===== src/rtl/pipeline_pkg.sv =====
// Shared types and defaults for the RV32 pipeline front end.
package pipeline_pkg;

  localparam logic [31:0] DEFAULT_RESET_PC  = 32'h0000_0000;
  localparam logic [31:0] DEFAULT_NOP_INSTR = 32'h0000_0013;

  typedef enum logic [1:0] {
    ISSUE,
    WAIT,
    DROP
  } fetch_state_e;

  typedef struct packed {
    logic [31:0] instr;
    logic [31:0] pc;
  } fetch_entry_t;

  function automatic logic [31:0] pc_plus4(input logic [31:0] pc);
    return pc + 32'd4;
  endfunction

endpackage


===== src/rtl/fetch_skid_buffer.sv =====
// One-entry {instr, pc} holding buffer for responses that arrive while IF/ID is stalled.
module fetch_skid_buffer
  import pipeline_pkg::*;
(
  input  logic         clk,
  input  logic         reset,
  input  logic         load,
  input  logic         unload,
  input  logic         clear,
  input  fetch_entry_t din,
  output logic         valid,
  output fetch_entry_t dout
);

  logic         valid_q, valid_d;
  fetch_entry_t data_q, data_d;

  // A load in the same cycle as an unload refills the entry.
  always_comb begin
    valid_d = valid_q;
    data_d  = data_q;
    if (clear) begin
      valid_d = 1'b0;
    end else if (load) begin
      valid_d = 1'b1;
      data_d  = din;
    end else if (unload) begin
      valid_d = 1'b0;
    end
  end

  always_ff @(posedge clk or posedge reset) begin
    if (reset) begin
      valid_q <= 1'b0;
      data_q  <= '0;
    end else begin
      valid_q <= valid_d;
      data_q  <= data_d;
    end
  end

  assign valid = valid_q;
  assign dout  = data_q;

endmodule


===== src/rtl/fetch_stage.sv =====
// Instruction-fetch stage: owns the PC, talks req/gnt/rvalid to imem, feeds IF/ID.
module fetch_stage
  import pipeline_pkg::*;
#(
  parameter logic [31:0] RESET_PC  = DEFAULT_RESET_PC,
  parameter logic [31:0] NOP_INSTR = DEFAULT_NOP_INSTR
) (
  input  logic        clk,
  input  logic        reset,
  input  logic        stall_F,
  input  logic        PCSrc_E,
  input  logic [31:0] PCTarget_E,
  output logic        imem_req,
  output logic [31:0] imem_addr,
  input  logic        imem_gnt,
  input  logic        imem_rvalid,
  input  logic [31:0] imem_rdata,
  output logic [31:0] instr_F,
  output logic [31:0] PC_F,
  output logic [31:0] PCPlus4_F,
  output logic        fetch_valid_F,
  output logic        fetch_busy
);

  fetch_state_e state_q, state_d;
  logic [31:0]  pc_q, pc_d;
  logic [31:0]  req_pc_q, req_pc_d;
  logic         slot_v_q, slot_v_d;
  logic [31:0]  slot_instr_q, slot_instr_d;
  logic [31:0]  slot_pc_q, slot_pc_d;
  logic [31:0]  slot_pc4_q, slot_pc4_d;

  logic         skid_v, skid_load, skid_unload, skid_clear;
  fetch_entry_t skid_dout, rsp_entry;

  logic slot_free, rsp_v, rsp_to_slot, gnt_acc;

  assign slot_free   = !slot_v_q || !stall_F;
  assign rsp_v       = (state_q == WAIT) && imem_rvalid;
  assign rsp_to_slot = rsp_v && slot_free && !skid_v;
  assign gnt_acc     = imem_req && imem_gnt;
  assign rsp_entry   = '{instr: imem_rdata, pc: req_pc_q};

  fetch_skid_buffer u_skid (
    .clk    (clk),
    .reset  (reset),
    .load   (skid_load),
    .unload (skid_unload),
    .clear  (skid_clear),
    .din    (rsp_entry),
    .valid  (skid_v),
    .dout   (skid_dout)
  );

  always_ff @(posedge clk or posedge reset) begin
    if (reset) state_q <= ISSUE;
    else       state_q <= state_d;
  end

  // A redirect leaves DROP behind only when a request is still in flight after this edge.
  always_comb begin
    state_d = state_q;
    if (PCSrc_E) begin
      state_d = (gnt_acc || (state_q != ISSUE && !imem_rvalid)) ? DROP : ISSUE;
    end else begin
      case (state_q)
        ISSUE:   if (gnt_acc) state_d = WAIT;
        WAIT:    if (imem_rvalid) state_d = gnt_acc ? WAIT : ISSUE;
        DROP:    if (imem_rvalid) state_d = ISSUE;
        default: state_d = ISSUE;
      endcase
    end
  end

  always_comb begin
    imem_req = 1'b0;
    case (state_q)
      ISSUE:   imem_req = !skid_v && !PCSrc_E;
      WAIT:    imem_req = rsp_to_slot && !PCSrc_E;
      default: imem_req = 1'b0;
    endcase
    if (reset) imem_req = 1'b0;
  end

  always_comb begin
    pc_d         = pc_q;
    req_pc_d     = req_pc_q;
    slot_v_d     = slot_v_q;
    slot_instr_d = slot_instr_q;
    slot_pc_d    = slot_pc_q;
    slot_pc4_d   = slot_pc4_q;
    skid_load    = 1'b0;
    skid_unload  = 1'b0;
    skid_clear   = 1'b0;
    if (PCSrc_E) begin
      pc_d       = PCTarget_E & ~32'h3;
      slot_v_d   = 1'b0;
      skid_clear = 1'b1;
    end else begin
      if (gnt_acc) begin
        req_pc_d = pc_q;
        pc_d     = pc_plus4(pc_q);
      end
      // Skid content is older than any new response, so it refills the slot first.
      if (slot_free) begin
        if (skid_v) begin
          slot_v_d     = 1'b1;
          slot_instr_d = skid_dout.instr;
          slot_pc_d    = skid_dout.pc;
          slot_pc4_d   = pc_plus4(skid_dout.pc);
          skid_unload  = 1'b1;
          skid_load    = rsp_v;
        end else if (rsp_v) begin
          slot_v_d     = 1'b1;
          slot_instr_d = imem_rdata;
          slot_pc_d    = req_pc_q;
          slot_pc4_d   = pc_plus4(req_pc_q);
        end else begin
          slot_v_d = 1'b0;
        end
      end else if (rsp_v) begin
        skid_load = 1'b1;
      end
    end
  end

  always_ff @(posedge clk or posedge reset) begin
    if (reset) begin
      pc_q         <= RESET_PC;
      req_pc_q     <= '0;
      slot_v_q     <= 1'b0;
      slot_instr_q <= '0;
      slot_pc_q    <= '0;
      slot_pc4_q   <= '0;
    end else begin
      pc_q         <= pc_d;
      req_pc_q     <= req_pc_d;
      slot_v_q     <= slot_v_d;
      slot_instr_q <= slot_instr_d;
      slot_pc_q    <= slot_pc_d;
      slot_pc4_q   <= slot_pc4_d;
    end
  end

  assign imem_addr     = pc_q;
  assign instr_F       = slot_v_q ? slot_instr_q : NOP_INSTR;
  assign PC_F          = slot_pc_q;
  assign PCPlus4_F     = slot_pc4_q;
  assign fetch_valid_F = slot_v_q;
  assign fetch_busy    = !slot_v_q;

endmodule


===== config.mk =====
export PLATFORM = sky130hd
export DESIGN_NAME = fetch_stage
export DESIGN_NICKNAME = d
export VERILOG_FILES = /design/src/rtl/pipeline_pkg.sv /design/src/rtl/fetch_skid_buffer.sv /design/src/rtl/fetch_stage.sv
export SDC_FILE = /design/constraint.sdc
export NUM_CORES = 1
export LEC_CHECK = 0
export ABC_AREA = 0
export CAP_MARGIN = 25
export CORE_UTILIZATION = 40
export DETAILED_ROUTE_END_ITERATION = 8
export PLACE_DENSITY = 0.64
export SYNTH_ARGS = -nofsm -noshare
export SYNTH_HDL_FRONTEND = slang
export SYNTH_SLANG_ARGS = --single-unit

===== constraint.sdc =====
create_clock -name clk -period 11.85 [get_ports clk]
set_clock_uncertainty 0.1 [all_clocks]
set_input_delay 2.37 -clock clk [delete_from_list [all_inputs] [get_ports clk]]
set_output_delay 2.37 -clock clk [all_outputs]
set_load 0.01 [all_outputs]

==> impl_metrics.env <==
export IMPL_status="finished clean"
export IMPL_critPathArrivalTime_ns=4.32
export IMPL_fin_cells=1524
export IMPL_fmax_mhz=147.3
export IMPL_synth_top_area_share=0.5291
export IMPL_nets=1248
export IMPL_synth_edf_count=0
export IMPL_avgSynthCellArea_um2=10.30
export IMPL_power_share_combinational=0.201
export IMPL_grt_overflow_total=0
export IMPL_slowest_delay_ns=0.59
export IMPL_ctsHoldBuffers=0
export IMPL_cts_tree="built"
export IMPL_synth_seq_cells=218
export IMPL_crit_family="buffers and inverters"
export IMPL_seq_area_um2=5459
export IMPL_grt_use_total=0.1965
export IMPL_timing_slew_headroom=0.3730
export IMPL_drc=0
export IMPL_worst_path_buf_inv=3
export IMPL_seqPwrFrac=0.461
export IMPL_final_util=0.5276
export IMPL_placed_area_um2=12480
export IMPL_ys_async_sr_fraction=1.000
export IMPL_place_ws_ns=5.060
export IMPL_antenna_found_initial=0
export IMPL_route_met3_wl_um=1208
export IMPL_gp_congestion=0.7633
export IMPL_dieArea_um2=26420
export IMPL_netlist_area_um2=10310
export IMPL_p_total_mw=2.111
export IMPL_fp_row_count=58
export IMPL_hpwl_um=16760
export IMPL_timing_hold_ws_ns=0.3693
export IMPL_route_met2_wl_um=10770
export IMPL_die_w_um=162.5
export IMPL_grt_pass1_vias=7740
export IMPL_cts_buffers_inserted=24
export IMPL_slew_viol_final=0
export IMPL_area_delta_synth_final_pct=29.24
export IMPL_fin_ws_ns=5.059
export IMPL_clkSlewWorstSetupHoldPaths_ns=0.06
export IMPL_drv_cap=0
export IMPL_synth_flop_cell="dfrtp_1"
export IMPL_clock_sinks=218
export IMPL_grt_max_degree=142
export IMPL_first_iter_violations=590
export IMPL_io_buffers=192
export IMPL_p_leak_nw=5.795
export IMPL_peakVddDrop_v=0.0001210
export IMPL_switchingPower_mw=0.5965
export IMPL_post_drt_wl_per_cell_um=16.58
export IMPL_dr_pass1_iters=4
export IMPL_start_util=0.4082
export IMPL_power_density_nw_per_um2=158.4
export IMPL_fp_dieH_um=162.5
export IMPL_root_buffer="clkbuf_16"
export IMPL_critical_path_slowest_cell="or4_4"
export IMPL_multiInputGateArea_um2=4547
export IMPL_ys_top_cells_by_count="224 x nand2_1, 218 x dfrtp_1, 99 x o21ai_0"
export IMPL_setup_violations=0
export IMPL_period_share=0.5731
export IMPL_start_kind="input pin"
export IMPL_endpoint_kind="output port"
export IMPL_synthDistinctLibCells=64
export IMPL_clk_path_buf_depth=3
export IMPL_finalSetupTns_ns=0
export IMPL_ys_seq_area_frac=0.5291
export IMPL_cts_resized=0
export IMPL_worst_slew_pin_slew_ns=0.9405
export IMPL_switching_share=0.2826
export IMPL_nFillCells=2327
export IMPL_yosys_warnings=0
export IMPL_grt_pass1_wl_um=41950
export IMPL_diodes=0
export IMPL_place_inst=1477
export IMPL_worst_path_most_repeated_cell="clkdlybuf4s50_1"
export IMPL_vias=7979
export IMPL_top_layer="met4"
export IMPL_ioPinCount=201
export IMPL_yosysTopAreaCell="dfrtp_1"
export IMPL_worstHoldPathType="reg2reg"
export IMPL_required_ns=9.38
export IMPL_cp_max_fo=41
export IMPL_intPower_mw=1.515
export IMPL_netlist_instances=1001
export IMPL_final_cell_area_um2=13320
export IMPL_synthTopCellsByArea="dfrtp_1 53%, nand2_1 8.2%, mux2_2 7.3%"
export IMPL_post_cts_setup_buffers=0
export IMPL_cts_max_level=1
export IMPL_critPathLaunch="PCSrc_E"
export IMPL_detail_route_vias_per_cell=5.236
export IMPL_hold_viol=0
export IMPL_r2r_start="u_skid.valid"
export IMPL_cp_cell_sequence="clkdlybuf4s50_1 > buf_4 > or4_4 > a21oi_1 > clkdlybuf4s50_1"
export IMPL_synth_most_common_cell="nand2_1"
export IMPL_wl_um=25270
export IMPL_rsz0062_at_grt="false"
export IMPL_clockPowerShare=0.338
export IMPL_finalCriticalPeriod_ns=6.791
export IMPL_path_class="in2out"
export IMPL_coreArea_um2=25250
export IMPL_ant_nets=0
export IMPL_clock_latency_ns=0.51
export IMPL_wl_met1_um=12850
export IMPL_drive_gt1_frac=0.1164
export IMPL_hp_start="slot_instr_q[11]"
==> worst paths after layout <==
| check | slack (ns) | end | cells after the start |
|---|---|---|---|
| max | 5.06 | imem_req | 5 |
| min | 0.37 | slot_instr_q[11] | 2 |
| max reg2reg | 8.33 | PCPlus4_F[23] | 6 |
| min reg2reg | 0.37 | slot_instr_q[11] | 2 |
| max in group asynchronous | 8.09 | PC_F[3] | 5 |
| min in group asynchronous | 2.07 | state_q[1] | 2 |
==> cells in the final DEF (no fill, tap or decap), types with 9 or more instances in the layout <==
cell               n
dfrtp_1          217
o21ai_0           99
o211ai_1          17
nor3_1             9
clkdlybuf4s50_1  192
nand2_1          224
mux2_2            67
mux2i_1           59
nand4_1           18
o311ai_0          12
and2_1            34
inv_1             13
clkbuf_16         25
xnor2_1           14
nor2_1            20
buf_4              9
nand3_1           29
==> power by group through the flow <==
stage	clock (mW)	combinational, mW	sequential [mW]
5_1_grt	0.762	0.472	0.994
3_3_place_gp	0	0.415	0.984
6_report	0.714	0.424	0.974
3_5_place_dp	0	0.425	0.988
4_1_cts	0.734	0.427	0.975
2_1_floorplan	0	0.170	0.991
==> sequential cells by signal, summed over array words and instances (netlist names) <==
register and cells:
fetch_valid_F 1, imem_addr 30, u_skid.valid 1, PC_F 30, state_q 2, u_skid.dout 62
PCPlus4_F 30, slot_instr_q 32, req_pc_q 30
==> cells by family (layout without fill, tap and decap cells) <==
kind of cell             after synthesis  after routing  share of synthesized area
AO/OA/AOI/OAI                        184            184                     0.1155
XOR/XNOR                              17             17                    0.01444
adder cells (fa/ha/maj)                2              2                   0.002427
buffers and inverters                 75            263                    0.03362
flip-flops                           218            218                     0.5291
multiplexers                         126            126                     0.1305
other                                  1              6                  0.0003637
AND/OR/NAND/NOR                      378            378                     0.1740
==> routing by layer <==
| layer | vias to the layer above | GRT usage |
|---|---|---|
| li1 | 3887 | - |
| met1 | 3869 | 0.3059 |
| met2 | 194 | 0.2865 |
| met3 | 29 | 0.02801 |
| met4 | 0 | 0.04503 |
| met5 | - | 0 |
==> area by class of cell <==
cell class | instances | share of cell area
Sequential cell | 218 | 0.4097
Multi-Input combinational cell | 713 | 0.3413
Timing Repair Buffer | 205 | 0.1564
Clock buffer | 35 | 0.05353
Tap cell | 330 | 0.03099
Inverter | 14 | 0.004507
Clock inverter | 9 | 0.003662
==> worst reg2reg max path: stages, from the launching register on <==
cell      delay, ns
dfrtp_4        0.72
buf_4          0.82
nand4_1        0.33
a221oi_4       0.49
nand3_2        0.23
or3b_1         0.44
a221o_1        0.29
No activity file was read; power rests on OpenSTA's default activity.
